`src/rtl/stack_replay_pkg.sv`:
```
// Shared definitions for the stack replay controller.
//   state_t        : 3-bit FSM state encoding
//   DATA_WIDTH_DEF : default width of one stack entry / displayed symbol
//   CNT_W_DEF      : default width of the requested replay count
//   BLANK_SYMBOL   : value shown on play_data while nothing is displayed
package stack_replay_pkg;

  typedef enum logic [2:0] {
    ST_IDLE  = 3'd0,
    ST_CHECK = 3'd1,
    ST_POP   = 3'd2,
    ST_LOAD  = 3'd3,
    ST_SHOW  = 3'd4,
    ST_GAP   = 3'd5,
    ST_DONE  = 3'd6
  } state_t;

  localparam int DATA_WIDTH_DEF = 4;
  localparam int CNT_W_DEF      = 7;
  localparam int BLANK_SYMBOL   = 0;

endpackage : stack_replay_pkg

```
`src/rtl/stack_replay_ctrl_timer.sv`:
```
// replay_timer: loadable down-counter shared by the hold and gap phases.
//   clk, reset : clock, synchronous active-high reset
//   clear      : abandon any running interval (counter to 0)
//   load       : load load_val into the counter this cycle
//   load_val   : interval length in cycles (>= 1 to produce an expire)
//   expire     : high for the single cycle in which the counter holds 1,
//                i.e. the last cycle of a loaded interval
module replay_timer #(
  parameter int TIMER_W = 26
) (
  input  logic               clk,
  input  logic               reset,
  input  logic               clear,
  input  logic               load,
  input  logic [TIMER_W-1:0] load_val,
  output logic               expire
);

  logic [TIMER_W-1:0] cnt;

  // NOTE: state registers use non-blocking assignments so every flop samples
  // pre-edge values, independent of process evaluation order.
  always_ff @(posedge clk) begin
    if (reset || clear) begin
      cnt <= '0;
    end else if (load) begin
      cnt <= load_val;
    end else if (cnt != '0) begin
      cnt <= cnt - 1'b1;
    end
  end

  // A loaded value of N gives exactly N cycles, the last of which flags expire.
  assign expire = (cnt == TIMER_W'(1));

endmodule : replay_timer

```
`src/rtl/stack_replay_ctrl.sv`:
```
// stack_replay_ctrl: drains the LIFO sequence stack and replays each symbol on
// the display for HOLD_CYCLES, separated by GAP_CYCLES of blank.
//   clk, reset  : clock, synchronous active-high reset
//   start       : one-cycle replay request (ignored unless idle)
//   abort       : cancel any replay in progress, highest priority
//   count       : symbols to replay, 0 = until stack empty (sampled on start)
//   stk_pop     : one-cycle pop strobe to the stack
//   stk_q       : stack read data, valid the cycle after stk_pop
//   stk_empty   : stack empty flag
//   play_valid  : a symbol is on play_data
//   play_data   : displayed symbol, BLANK_SYMBOL when play_valid is low
//   busy        : replay in progress
//   done        : one-cycle pulse on normal completion
//   underflow   : sticky, stack ran dry before a nonzero count was reached
module stack_replay_ctrl
  import stack_replay_pkg::*;
#(
  parameter int DATA_WIDTH  = DATA_WIDTH_DEF,
  parameter int CNT_W       = CNT_W_DEF,
  parameter int HOLD_CYCLES = 25000000,
  parameter int GAP_CYCLES  = 5000000,
  parameter int TIMER_W     = 26
) (
  input  logic                  clk,
  input  logic                  reset,
  input  logic                  start,
  input  logic                  abort,
  input  logic [CNT_W-1:0]      count,
  output logic                  stk_pop,
  input  logic [DATA_WIDTH-1:0] stk_q,
  input  logic                  stk_empty,
  output logic                  play_valid,
  output logic [DATA_WIDTH-1:0] play_data,
  output logic                  busy,
  output logic                  done,
  output logic                  underflow
);

  localparam logic [TIMER_W-1:0]    HOLD_LOAD = TIMER_W'(HOLD_CYCLES);
  localparam logic [TIMER_W-1:0]    GAP_LOAD  = TIMER_W'(GAP_CYCLES);
  localparam bit                    HAS_GAP   = (GAP_CYCLES != 0);
  localparam logic [DATA_WIDTH-1:0] BLANK     = DATA_WIDTH'(BLANK_SYMBOL);

  state_t             state;
  logic [CNT_W-1:0]   remaining;
  logic               count_limited;   // latched count was nonzero
  logic               abort_now;
  logic               last_symbol;
  logic               timer_clear;
  logic               timer_load;
  logic [TIMER_W-1:0] timer_load_val;
  logic               timer_expire;

  assign abort_now   = abort && (state != ST_IDLE);
  // The symbol on display is the final one of a bounded replay.
  assign last_symbol = count_limited && (remaining == CNT_W'(1));

  // Timer is loaded with HOLD on the way into SHOW, and with GAP on the
  // SHOW expiry that leads into GAP.
  assign timer_clear    = abort_now;
  assign timer_load     = (state == ST_LOAD) ||
                          ((state == ST_SHOW) && timer_expire && !last_symbol && HAS_GAP);
  assign timer_load_val = (state == ST_LOAD) ? HOLD_LOAD : GAP_LOAD;

  replay_timer #(
    .TIMER_W (TIMER_W)
  ) u_timer (
    .clk      (clk),
    .reset    (reset),
    .clear    (timer_clear),
    .load     (timer_load),
    .load_val (timer_load_val),
    .expire   (timer_expire)
  );

  always_ff @(posedge clk) begin
    if (reset) begin
      state         <= ST_IDLE;
      remaining     <= '0;
      count_limited <= 1'b0;
      stk_pop       <= 1'b0;
      play_valid    <= 1'b0;
      play_data     <= BLANK;
      busy          <= 1'b0;
      done          <= 1'b0;
      underflow     <= 1'b0;
    end else begin
      // Strobes default low so each lasts exactly one cycle.
      stk_pop <= 1'b0;
      done    <= 1'b0;

      if (abort_now) begin
        // A pop already on the bus this cycle still happens; its data is
        // simply never captured.
        state      <= ST_IDLE;
        play_valid <= 1'b0;
        play_data  <= BLANK;
        busy       <= 1'b0;
      end else begin
        case (state)
          ST_IDLE: begin
            if (start && !abort) begin
              remaining     <= count;
              count_limited <= (count != '0);
              underflow     <= 1'b0;
              busy          <= 1'b1;
              state         <= ST_CHECK;
            end
          end

          ST_CHECK: begin
            if (stk_empty) begin
              if (count_limited) begin
                underflow <= 1'b1;
              end
              busy  <= 1'b0;
              done  <= 1'b1;
              state <= ST_DONE;
            end else begin
              stk_pop <= 1'b1;
              state   <= ST_POP;
            end
          end

          ST_POP: begin
            state <= ST_LOAD;
          end

          ST_LOAD: begin
            // The stack registers its output on the pop edge, so stk_q is
            // stable here.
            play_data  <= stk_q;
            play_valid <= 1'b1;
            state      <= ST_SHOW;
          end

          ST_SHOW: begin
            if (timer_expire) begin
              play_valid <= 1'b0;
              play_data  <= BLANK;
              if (count_limited) begin
                remaining <= remaining - 1'b1;
              end
              if (last_symbol) begin
                busy  <= 1'b0;
                done  <= 1'b1;
                state <= ST_DONE;
              end else if (!HAS_GAP) begin
                state <= ST_CHECK;
              end else begin
                state <= ST_GAP;
              end
            end
          end

          ST_GAP: begin
            if (timer_expire) begin
              state <= ST_CHECK;
            end
          end

          ST_DONE: begin
            state <= ST_IDLE;
          end

          default: begin
            state <= ST_IDLE;
          end
        endcase
      end
    end
  end

endmodule : stack_replay_ctrl

```
`config.mk`:
```
export PLATFORM = sky130hd
export DESIGN_NAME = stack_replay_ctrl
export DESIGN_NICKNAME = d
export VERILOG_FILES = /design/src/rtl/stack_replay_pkg.sv /design/src/rtl/stack_replay_ctrl_timer.sv /design/src/rtl/stack_replay_ctrl.sv
export SDC_FILE = /design/constraint.sdc
export NUM_CORES = 1
export LEC_CHECK = 0
export ABC_CLOCK_PERIOD_IN_PS = 2100
export CAP_MARGIN = 10
export CELL_PAD_IN_SITES_DETAIL_PLACEMENT = 0
export CELL_PAD_IN_SITES_GLOBAL_PLACEMENT = 1
export CORE_AREA = 2 2 85 87
export DETAILED_ROUTE_END_ITERATION = 6
export DIE_AREA = 0 0 87 89
export HOLD_SLACK_MARGIN = 0.06
export PLACE_DENSITY = 0.79
export RECOVER_POWER = 100
export SETUP_SLACK_MARGIN = 0.1
export SYNTH_ARGS = -nofsm -noshare
export SYNTH_HDL_FRONTEND = slang
export SYNTH_SLANG_ARGS = --single-unit
```
`constraint.sdc`:
```
create_clock -name clk -period 2.1 [get_ports clk]
set_input_delay 0.42 -clock clk [delete_from_list [all_inputs] [get_ports clk]]
set_output_delay 0.42 -clock clk [all_outputs]
set_load 0.1 [all_outputs]
```
==> results of run 1 <==
[power by group]
group,internal [uW],switching (uW)
sequential,1070,222
clock,357,338
combinational,1260,1290
[per-stage QoR]
| stage | setup TNS [ps] | cell area, um^2 | utilization (%) | hold slack (ps) | instances |
|---|---|---|---|---|---|
| 2_1_floorplan | 0 | 2584 | - | 474.6 | 315 |
| 3_3_place_gp | -131.9 | 3184 | 47.39 | 460.6 | 447 |
| 3_5_place_dp | -272.2 | 3184 | 47.39 | 462.0 | 447 |
| 4_1_cts | 0 | 3339 | 49.70 | 477.0 | 456 |
| 5_1_grt | -1.255 | 3411 | 50.76 | 491.5 | 456 |
| 6_report | 0 | 3411 | 50.76 | 470.7 | 456 |
[cell families after synthesis]
kind of cell,synth area share (%)
DFF,35.64
xor gates and xnor gates,2.373
and+or+nand+nor,35.69
adders and majority gates,1.937
buffers and inverters,4.262
AOI/OAI and AO/OA,19.71
muxes,0.3874
[per-layer routing]
metal	track usage, %	vias up	wire length [um]
li1	-	1319	-
met1	27.58	1300	3512
met2	29.35	49	3355
met3	3.878	4	285
met4	3.551	0	41
met5	0	-	0
[state kept, by name, indices dropped and copies added (netlist names)]
register and count:
play_valid 1, play_data 4, underflow 1, stk_pop 1, done 1, state 3, remaining 7, u_timer.cnt 26
count_limited 1, busy 1
[how the worst max path moves through the flow]
stage | from | to | cells past startpoint
3_3_place_gp | abort | remaining[4] | 6
4_1_cts | u_timer.cnt[0] | u_timer.cnt[18] | 8
2_1_floorplan | u_timer.cnt[0] | u_timer.cnt[18] | 7
3_5_place_dp | abort | remaining[4] | 6
5_1_grt | u_timer.cnt[1] | remaining[0] | 8
6_report | u_timer.cnt[1] | remaining[0] | 8
[cells in the mapped netlist (all sizes together) (2+ instances only)]
cell	instances
nand4	9
or2	4
a21oi	27
nor3	12
ha	4
o211a	2
o21ai	12
nand4b	2
nand2b	6
nor2	24
nor3b	5
xnor2	6
a21o	2
and2	4
nand3	19
o211ai	4
o31a	4
o41ai	2
or3	10
o31ai	7
or4	15
nand2	21
nor2b	3
inv	7
clkbuf	11
o311ai	3
dfxtp	46
buf	7
a31oi	7
a31o	2
nor4	11
and4	4
[repair_timing]
action	4_1_cts	5_1_grt
gates resized for setup	9	27
endpoints found under the setup margin	14	33
pin swaps	7	10
setup buffers	1	0
hold buffers	0	0
[final cells by class]
| type | instances | area [um^2] | share of cell area [%] |
|---|---|---|---|
| timing repair buffer | 71 | 558.0 | 16.36 |
| clock buffer | 5 | 68.82 | 2.018 |
| clock inverter | 3 | 43.79 | 1.284 |
| sequential | 46 | 932.1 | 27.33 |
| multi-input combinational | 244 | 1682 | 49.30 |
| inverter | 7 | 26.28 | 0.7704 |
| tap | 80 | 100.1 | 2.935 |
[critical path: cells and delay by family (launching register included)]
family          cells  cell delay, ps
fa+ha+maj           1             190
compound gates      1              80
flops               1             370
buf+inv             2             250
simple gates        4             990
[placed cells by master (no fill, tap or decap), drive strengths merged, types with 2 or more instances in the layout]
master / n
dfxtp: 46
buf: 44
a21oi: 27
nor2: 24
nand2: 21
nand3: 19
clkbuf: 17
clkdlybuf4s50: 15
or4: 15
nor3: 12
o21ai: 12
nor4: 11
or3: 10
nand4: 9
inv: 8
o31ai: 7
a31oi: 7
nand2b: 6
xnor2: 6
nor3b: 5
and4: 4
o211ai: 4
o31a: 4
and2: 4
or2: 4
ha: 4
nor2b: 3
o311ai: 3
nand4b: 2
a21o: 2
o41ai: 2
o211a: 2
a31o: 2
==> flow_summary.json, run 1 <==
{
  "grt_pass1_vias": 2379,
  "num_antenna_cells": 0,
  "crit_path_start_kind": "register",
  "min_path_type": "register to register",
  "grt_max_degree": 26,
  "hpwl_mm": 5.228,
  "synth_top_area_share_pct": 35.64,
  "drtIter0Drc": 122,
  "critPathSlowestCell": "or4_1",
  "cp_slowest_stage_delay_ps": 480,
  "cts_sinks": 46,
  "nets": 395,
  "worst_pin_slew_ps": 549.3,
  "r2r-end": "remaining[0]",
  "ys_ff_latch": 46,
  "drtPass1Iterations": 5,
  "track_usage_pct": 18.99,
  "die_area_mm2": 0.007743,
  "setup_viol": 0,
  "relSlewSlack_pct": 63.54,
  "yosys_warnings": 0,
  "async_flop_share_pct": 0,
  "drv_slew": 0,
  "die_width_um": 87,
  "path_clk_slew_ps": 100,
  "ant_nets": 0,
  "yosysTopAreaCell": "dfxtp_1",
  "area_growth_pct": 32.01,
  "worstHoldStart": "play_data[0]",
  "worst_slack_ps": 138.4,
  "p_leak_uw": 0.001340,
  "worstPathMaxFanout": 4,
  "rows": 30,
  "criticalPathCategory": "register to register",
  "viasPerCell": 5.860,
  "core_mm2": 0.006719,
  "fillers": 645,
  "syn_nets": 335,
  "post-route-min-period_ps": 1962,
  "drive_above_1_share_pct": 27.39,
  "grt_overflow": 0,
  "initial_core_util_pct": 38.45,
  "synth_flop_cell": "dfxtp_1",
  "netlist_area_mm2": 0.002584,
  "clock-root-buffer": "clkbuf_8",
  "synth_edf_count": 0,
  "r2r_slack_ps": 140,
  "cap_viol_max_count": 0,
  "p_per_area_mw_per_mm2": 1329,
  "place.gp.congestion": 0.8783,
  "wl_mm": 7.195,
  "worstSetupEndpointType": "register",
  "critPathRequiredTime_ps": 2320,
  "yosysSeqAreaShare_pct": 35.64,
  "fin_crit_sh_pct": 93.41,
  "path_cells": "inv_1, ha_1, nor3b_2, and4b_1, buf_4, nand3_1, or4_1, o311ai_1",
  "grt_pass1_wl_mm": 11.72,
  "die_h_um": 89,
  "finClkSkew_ps": 10.39,
  "synth.avg_cell_area_um2": 8.202,
  "whs_endpoint": "play_data[0]",
  "cts_buffers": 5,
  "cp.arrival_ps": 2190,
  "portBuffers": 24,
  "io_pins": 25,
  "pre_cts_ws_ps": -142.9,
  "antenna_found_initial": 0,
  "wl_per_cell_um": 15.78,
  "status": "finished, final reports clean",
  "tritoncts": "done",
  "r2r_start": "u_timer.cnt[1]",
  "clock_latency_ps": 310,
  "clock.fmax_mhz": 509.8,
  "total_power_uw": 4533,
  "num_vias": 2672,
  "ir_drop_mv": 0.7860,
  "synthTopCellsByArea": "dfxtp_1 36%, a21oi_1 5.2%, or4_1 4.4%",
  "synthCells": 315,
  "grt_setup_unrepaired": "true",
  "ff2ff_path_depth": 8,
  "cts_buffer_depth": 2,
  "drcViolationCount": 0,
  "yosysUniqueCellTypes": 56,
  "final_hold_viol_count": 0,
  "cts_max_level": 2,
  "min_path_cells": 2
}
(Power assumes the default switching activity.)
==> inputs of run 2 (changes only) <==
--- a/config.mk
+++ b/config.mk
@@ -9,11 +9,12 @@
 export CAP_MARGIN = 10
 export CELL_PAD_IN_SITES_DETAIL_PLACEMENT = 0
 export CELL_PAD_IN_SITES_GLOBAL_PLACEMENT = 1
-export CORE_AREA = 2 2 85 87
+export CORE_AREA = 2 2 84 86
+export CTS_BUF_LIST = sky130_fd_sc_hd__clkbuf_4
 export DETAILED_ROUTE_END_ITERATION = 6
-export DIE_AREA = 0 0 87 89
+export DIE_AREA = 0 0 86 88
 export HOLD_SLACK_MARGIN = 0.06
-export PLACE_DENSITY = 0.79
+export PLACE_DENSITY = 0.8
 export RECOVER_POWER = 100
 export SETUP_SLACK_MARGIN = 0.1
 export SYNTH_ARGS = -nofsm -noshare
==> run 2 against run 1 <==
Against the previous run:
- sequential share of layout area is 0.57 points lower
- clock power is 17% lower
- fmax is 2.0% lower
- setup slack worse by 40 ps
- count of clock-buffer cells in the layout is 1 higher
- largest power group unchanged
- critical endpoint is now u_timer.cnt[18]
- sequential power hardly changed
- global-route usage is 0.68 points higher
- flip-flop and latch count stayed put
- final cell count is 0.88% higher
- critical path type unchanged
==> flow_summary.json, run 2 (synthesized netlist as in run 1, its figures left out) <==
{
  "largest_registers": "u_timer.cnt: 26 flops, remaining: 7 flops, play_data: 4 flops",
  "area_growth_pct": 35.21,
  "total_power_uw": 4747,
  "grt_overflow": 0,
  "critPathSlowestCell": "or4_1",
  "cts_sinks": 46,
  "critPathRequiredTime_ps": 2420,
  "ir_drop_mv": 0.7142,
  "grt_pass1_vias": 2421,
  "clock-root-buffer": "clkbuf_4",
  "cpLargestDelayFamily": "simple AND/OR/NAND/NOR gates",
  "drtPass1Iterations": 4,
  "crit_path_start_kind": "register",
  "setup_viol": 0,
  "r2r_slack_ps": 100,
  "worstPathMaxFanout": 4,
  "num_antenna_cells": 0,
  "cts_buffers": 5,
  "clock_latency_ps": 370,
  "cp.arrival_ps": 2320,
  "track_usage_pct": 19.67,
  "drtIter0Drc": 153,
  "io_pins": 25,
  "cp_slowest_stage_delay_ps": 410,
  "final_util_pct": 52.58,
  "grt_setup_unrepaired": "true",
  "min_path_type": "register to register",
  "grt_pass1_wl_mm": 11.81,
  "drive_above_1_share_pct": 31.58,
  "drcViolationCount": 0,
  "tritoncts": "done",
  "fin_crit_sh_pct": 95.31,
  "design_area_mm2": 0.003493,
  "cap_viol_max_count": 0,
  "core_mm2": 0.006644,
  "portBuffers": 24,
  "wl_per_cell_um": 16.48,
  "die_h_um": 88,
  "finClkSkew_ps": 5.249,
  "rows": 30,
  "worstSetupEndpointType": "register",
  "ant_nets": 0,
  "post-route-min-period_ps": 2002,
  "grt_max_degree": 16,
  "wl_mm": 7.583,
  "status": "finished, final reports clean",
  "relSlewSlack_pct": 64.65,
  "initial_core_util_pct": 38.89,
  "clock.fmax_mhz": 499.6,
  "cts_buffer_depth": 2,
  "antenna_found_initial": 0,
  "p_leak_uw": 0.001344,
  "hpwl_mm": 5.354,
  "nets": 399,
  "mostFrequentLayoutCells": "43 x buf_4, 39 x dfxtp_1, 23 x nor2_1",
  "largest_reg_flops": 26,
  "largest-register": "u_timer.cnt",
  "die_width_um": 86,
  "placed_cell_area_mm2": 0.003154,
  "cts_max_level": 2,
  "final_hold_viol_count": 0,
  "mostFrequentLayoutCell": "buf_4",
  "drv_slew": 0,
  "worst_pin_slew_ps": 523.1,
  "place.gp.congestion": 0.8598,
  "fillers": 635,
  "viasPerCell": 5.865,
  "p_per_area_mw_per_mm2": 1359,
  "path_cells": "buf_4, inv_2, ha_4, nor3b_4, nand4_2, or3_4, or4_1, nand3_1",
  "path_clk_slew_ps": 140,
  "critPathBufInv": 2,
  "die_area_mm2": 0.007568,
  "criticalPathCategory": "register to register",
  "num_vias": 2698
}
-- run 2: area by class of cell --
type / count / area (um^2) / area share [%]
Clock buffer: 6 / 45.04 / 1.289
Clock inverter: 2 / 37.54 / 1.074
Inverter: 7 / 26.28 / 0.7521
Multi-Input combinational cell: 244 / 1748 / 50.04
Sequential cell: 46 / 934.6 / 26.76
Tap cell: 80 / 100.1 / 2.865
Timing Repair Buffer: 75 / 601.8 / 17.23
-- run 2: path summary, 6_finish.rpt --
path,cells past startpoint,start,end
min,2,play_data[2],play_data[2]
min reg2reg,2,play_data[2],play_data[2]
max,8,u_timer.cnt[0],u_timer.cnt[18]
max reg2reg,8,u_timer.cnt[0],u_timer.cnt[18]
-- run 2: power breakdown --
group / switching (uW) / internal (uW) / leakage [uW] / total, uW
clock: 312 / 264 / 0.0000419 / 576
sequential: 233 / 1070 / 0.000378 / 1300
combinational: 1420 / 1450 / 0.000924 / 2870
-- run 2: metrics by stage --
| stage | hold slack (ps) | instances | setup slack [ps] | setup TNS (ps) |
|---|---|---|---|---|
| 2_1_floorplan | 474.6 | 315 | 146.3 | 0 |
| 6_report | 480.7 | 460 | 98.50 | 0 |
| 5_1_grt | 504.7 | 460 | -30.19 | -41.82 |
| 3_3_place_gp | 462.5 | 443 | -126.5 | -259.9 |
| 4_1_cts | 484.1 | 452 | 106.4 | 0 |
| 3_5_place_dp | 462.0 | 443 | -133.6 | -228.4 |
-- run 2: timing repair --
item	4_1_cts	5_1_grt
pin swaps	2	21
cloned	0	2
hold buffers	0	0
endpoints found under the setup margin	3	33
buffers inserted	1	7
resized for setup	6	54
-- run 2: worst register-to-register path: stages (launching register included) --
cell and delay [ps]:
dfxtp_2 350, buf_4 140, inv_2 80, ha_4 150, nor3b_4 230, nand4_2 160, or3_4 350, or4_1 410
nand3_1 90
-- run 2: metal layers --
metal	vias to the layer above	GRT usage [%]	part of all wire [%]
met5	-	0	0
met4	0	4.906	1.2
met3	7	3.582	5.0
met2	64	30.23	45
met1	1300	28.49	49
li1	1327	-	-
==> inputs of run 3 (changes only) <==
--- a/config.mk
+++ b/config.mk
@@ -9,10 +9,11 @@
 export CAP_MARGIN = 10
 export CELL_PAD_IN_SITES_DETAIL_PLACEMENT = 0
 export CELL_PAD_IN_SITES_GLOBAL_PLACEMENT = 1
-export CORE_AREA = 2 2 84 86
+export CORE_AREA = 2 2 88 82
 export CTS_BUF_LIST = sky130_fd_sc_hd__clkbuf_4
 export DETAILED_ROUTE_END_ITERATION = 6
-export DIE_AREA = 0 0 86 88
+export DIE_AREA = 0 0 90 84
+export GPL_ROUTABILITY_DRIVEN = 0
 export HOLD_SLACK_MARGIN = 0.06
 export PLACE_DENSITY = 0.8
 export RECOVER_POWER = 100
==> run 3 against run 2 <==
Against the previous run:
- power down 6.3%
- clock power about the same
- sequential share of layout area rose by 0.43 points
- clock skew rose by 10 ps
- sequential power barely moved
- wire length shrank 2.8%
- combinational power is 9.8% lower
- largest power group unchanged
==> flow_summary.json, run 3 (synthesized netlist as in run 1, its figures left out) <==
{
  "viasPerCell": 5.653,
  "portBuffers": 24,
  "pre_cts_ws_ps": -124.2,
  "clock.fmax_mhz": 495.8,
  "mostFrequentLayoutCells": "44 x buf_4, 41 x dfxtp_1, 24 x nor2_1, 24 x a21oi_1, 21 x nand2_1",
  "core_mm2": 0.006749,
  "worst_slack_ps": 82.90,
  "largest_registers": "u_timer.cnt: 26 flops, remaining: 7 flops, play_data: 4 flops",
  "cts_sinks": 46,
  "largest_reg_flops": 26,
  "rows": 29,
  "initial_core_util_pct": 38.28,
  "num_vias": 2674,
  "cp_slowest_stage_delay_ps": 480,
  "critPathSlowestCell": "or4_1",
  "critPathRequiredTime_ps": 2390,
  "tritoncts": "done",
  "cts_buffers": 5,
  "worstSetupEndpointType": "register",
  "cp.arrival_ps": 2300,
  "setup_viol": 0,
  "p_leak_uw": 0.001327,
  "wl_mm": 7.368,
  "cap_viol_max_count": 0,
  "worstPathMaxFanout": 5,
  "hpwl_mm": 5.303,
  "ir_drop_mv": 0.6970,
  "clock-root-buffer": "clkbuf_4",
  "path_cells": "inv_1, ha_2, nor3b_4, and4b_1, buf_4, nand3_2, or4_1, o311ai_1",
  "grt_pass1_vias": 2467,
  "mostFrequentLayoutCell": "buf_4",
  "grt_max_degree": 26,
  "drtPass1Iterations": 4,
  "hold_ws_ps": 482.7,
  "cts_buffer_depth": 2,
  "drv_slew": 0,
  "fin_crit_sh_pct": 96.05,
  "worst_pin_slew_ps": 547.2,
  "status": "finished, final reports clean",
  "post-route-min-period_ps": 2017,
  "ant_nets": 0,
  "grt_overflow": 0,
  "track_usage_pct": 19.10,
  "area_growth_pct": 32.35,
  "num_antenna_cells": 0,
  "p_per_area_mw_per_mm2": 1301,
  "die_area_mm2": 0.007560,
  "crit_path_start_kind": "register",
  "cts_hold_buf": 0,
  "die_h_um": 84,
  "grt_pass1_wl_mm": 11.97,
  "wl_per_cell_um": 15.58,
  "final_hold_viol_count": 0,
  "io_pins": 25,
  "relSlewSlack_pct": 63.68,
  "antenna_found_initial": 0,
  "clock_latency_ps": 380,
  "drive_above_1_share_pct": 26.84,
  "drtIter0Drc": 123,
  "die_width_um": 90,
  "path_clk_slew_ps": 150,
  "grt_setup_unrepaired": "true",
  "cts_max_level": 2,
  "finClkSkew_ps": 15.23,
  "criticalPathCategory": "register to register",
  "min_path_type": "register to register",
  "drcViolationCount": 0,
  "nets": 399,
  "largest-register": "u_timer.cnt"
}
run 3: cell types whose count changed in the layout (fill, tap and decap cells not counted), moves of 2 or more:
cell | previous run | this run
a21oi_1 | 19 | 24
a21oi_2 | 8 | 3
buf_6 | 5 | 2
dfxtp_1 | 39 | 41
nor4_1 | 4 | 6
nor4_2 | 4 | 1
o21ai_1 | 3 | 6
o21ai_2 | 3 | 0
o311ai_0 | 0 | 2
o311ai_1 | 3 | 1
run 3: final cells by class:
cell class              count  area, um^2
well taps                  93       116.4
clock inverters             3       43.79
repair buffers             75       588.1
multi-input cells         244        1678
fillers                   688        3329
clock buffers               5       37.54
flip-flops and latches     46       929.6
inverters                   7       26.28
run 3: metrics by stage:
step | utilization [%] | setup TNS (ps) | cells | cell area, um^2 | total power (uW)
2_1_floorplan | - | 0 | 315 | 2584 | 2672
3_3_place_gp | 47.53 | -158.8 | 461 | 3208 | 3481
3_5_place_dp | 47.53 | -260.6 | 461 | 3208 | 3514
4_1_cts | 49.61 | 0 | 470 | 3348 | 4208
5_1_grt | 50.67 | -7.921 | 473 | 3420 | 4753
6_report | 50.67 | 0 | 473 | 3420 | 4448
run 3: worst paths after layout:
kind	startpoint	end	slack, ps	cells past startpoint
max reg2reg	u_timer.cnt[1]	remaining[0]	80	8
min reg2reg	play_data[2]	play_data[2]	480	2
min	play_data[2]	play_data[2]	480	2
max	u_timer.cnt[1]	remaining[0]	80	8
run 3: what timing repair did:
item                                    in CTS  in global routing
cloned                                       0                  1
resized for setup                           11                 27
setup buffers                                1                  2
pin swaps                                    4                  9
endpoints found under the setup margin       9                 26
endpoints found under the hold margin        0                  0
run 3: per-layer routing:
metal | track usage (%) | up-vias | part of all wire [%]
li1 | - | 1321 | -
met1 | 27.80 | 1277 | 50
met2 | 29.46 | 69 | 43
met3 | 3.162 | 7 | 5.5
met4 | 4.615 | 0 | 0.92
met5 | 0 | - | 0
run 3: worst max-delay path: cells and delay by family (launching register included):
family | cells | cell delay (ps)
AND/OR/NAND/NOR | 4 | 1030
adder cells (fa/ha/maj) | 1 | 200
flip-flops | 1 | 390
buffers and inverters | 2 | 220
AO/OA/AOI/OAI | 1 | 90
run 3: report_power, final:
| part | switching, uW | internal, uW | leakage (uW) |
|---|---|---|---|
| registers | 227 | 1060 | 0.000377 |
| clock network | 320 | 253 | 0.0000456 |
| logic | 1320 | 1270 | 0.000904 |
| total | 1860 | 2590 | 0.00133 |
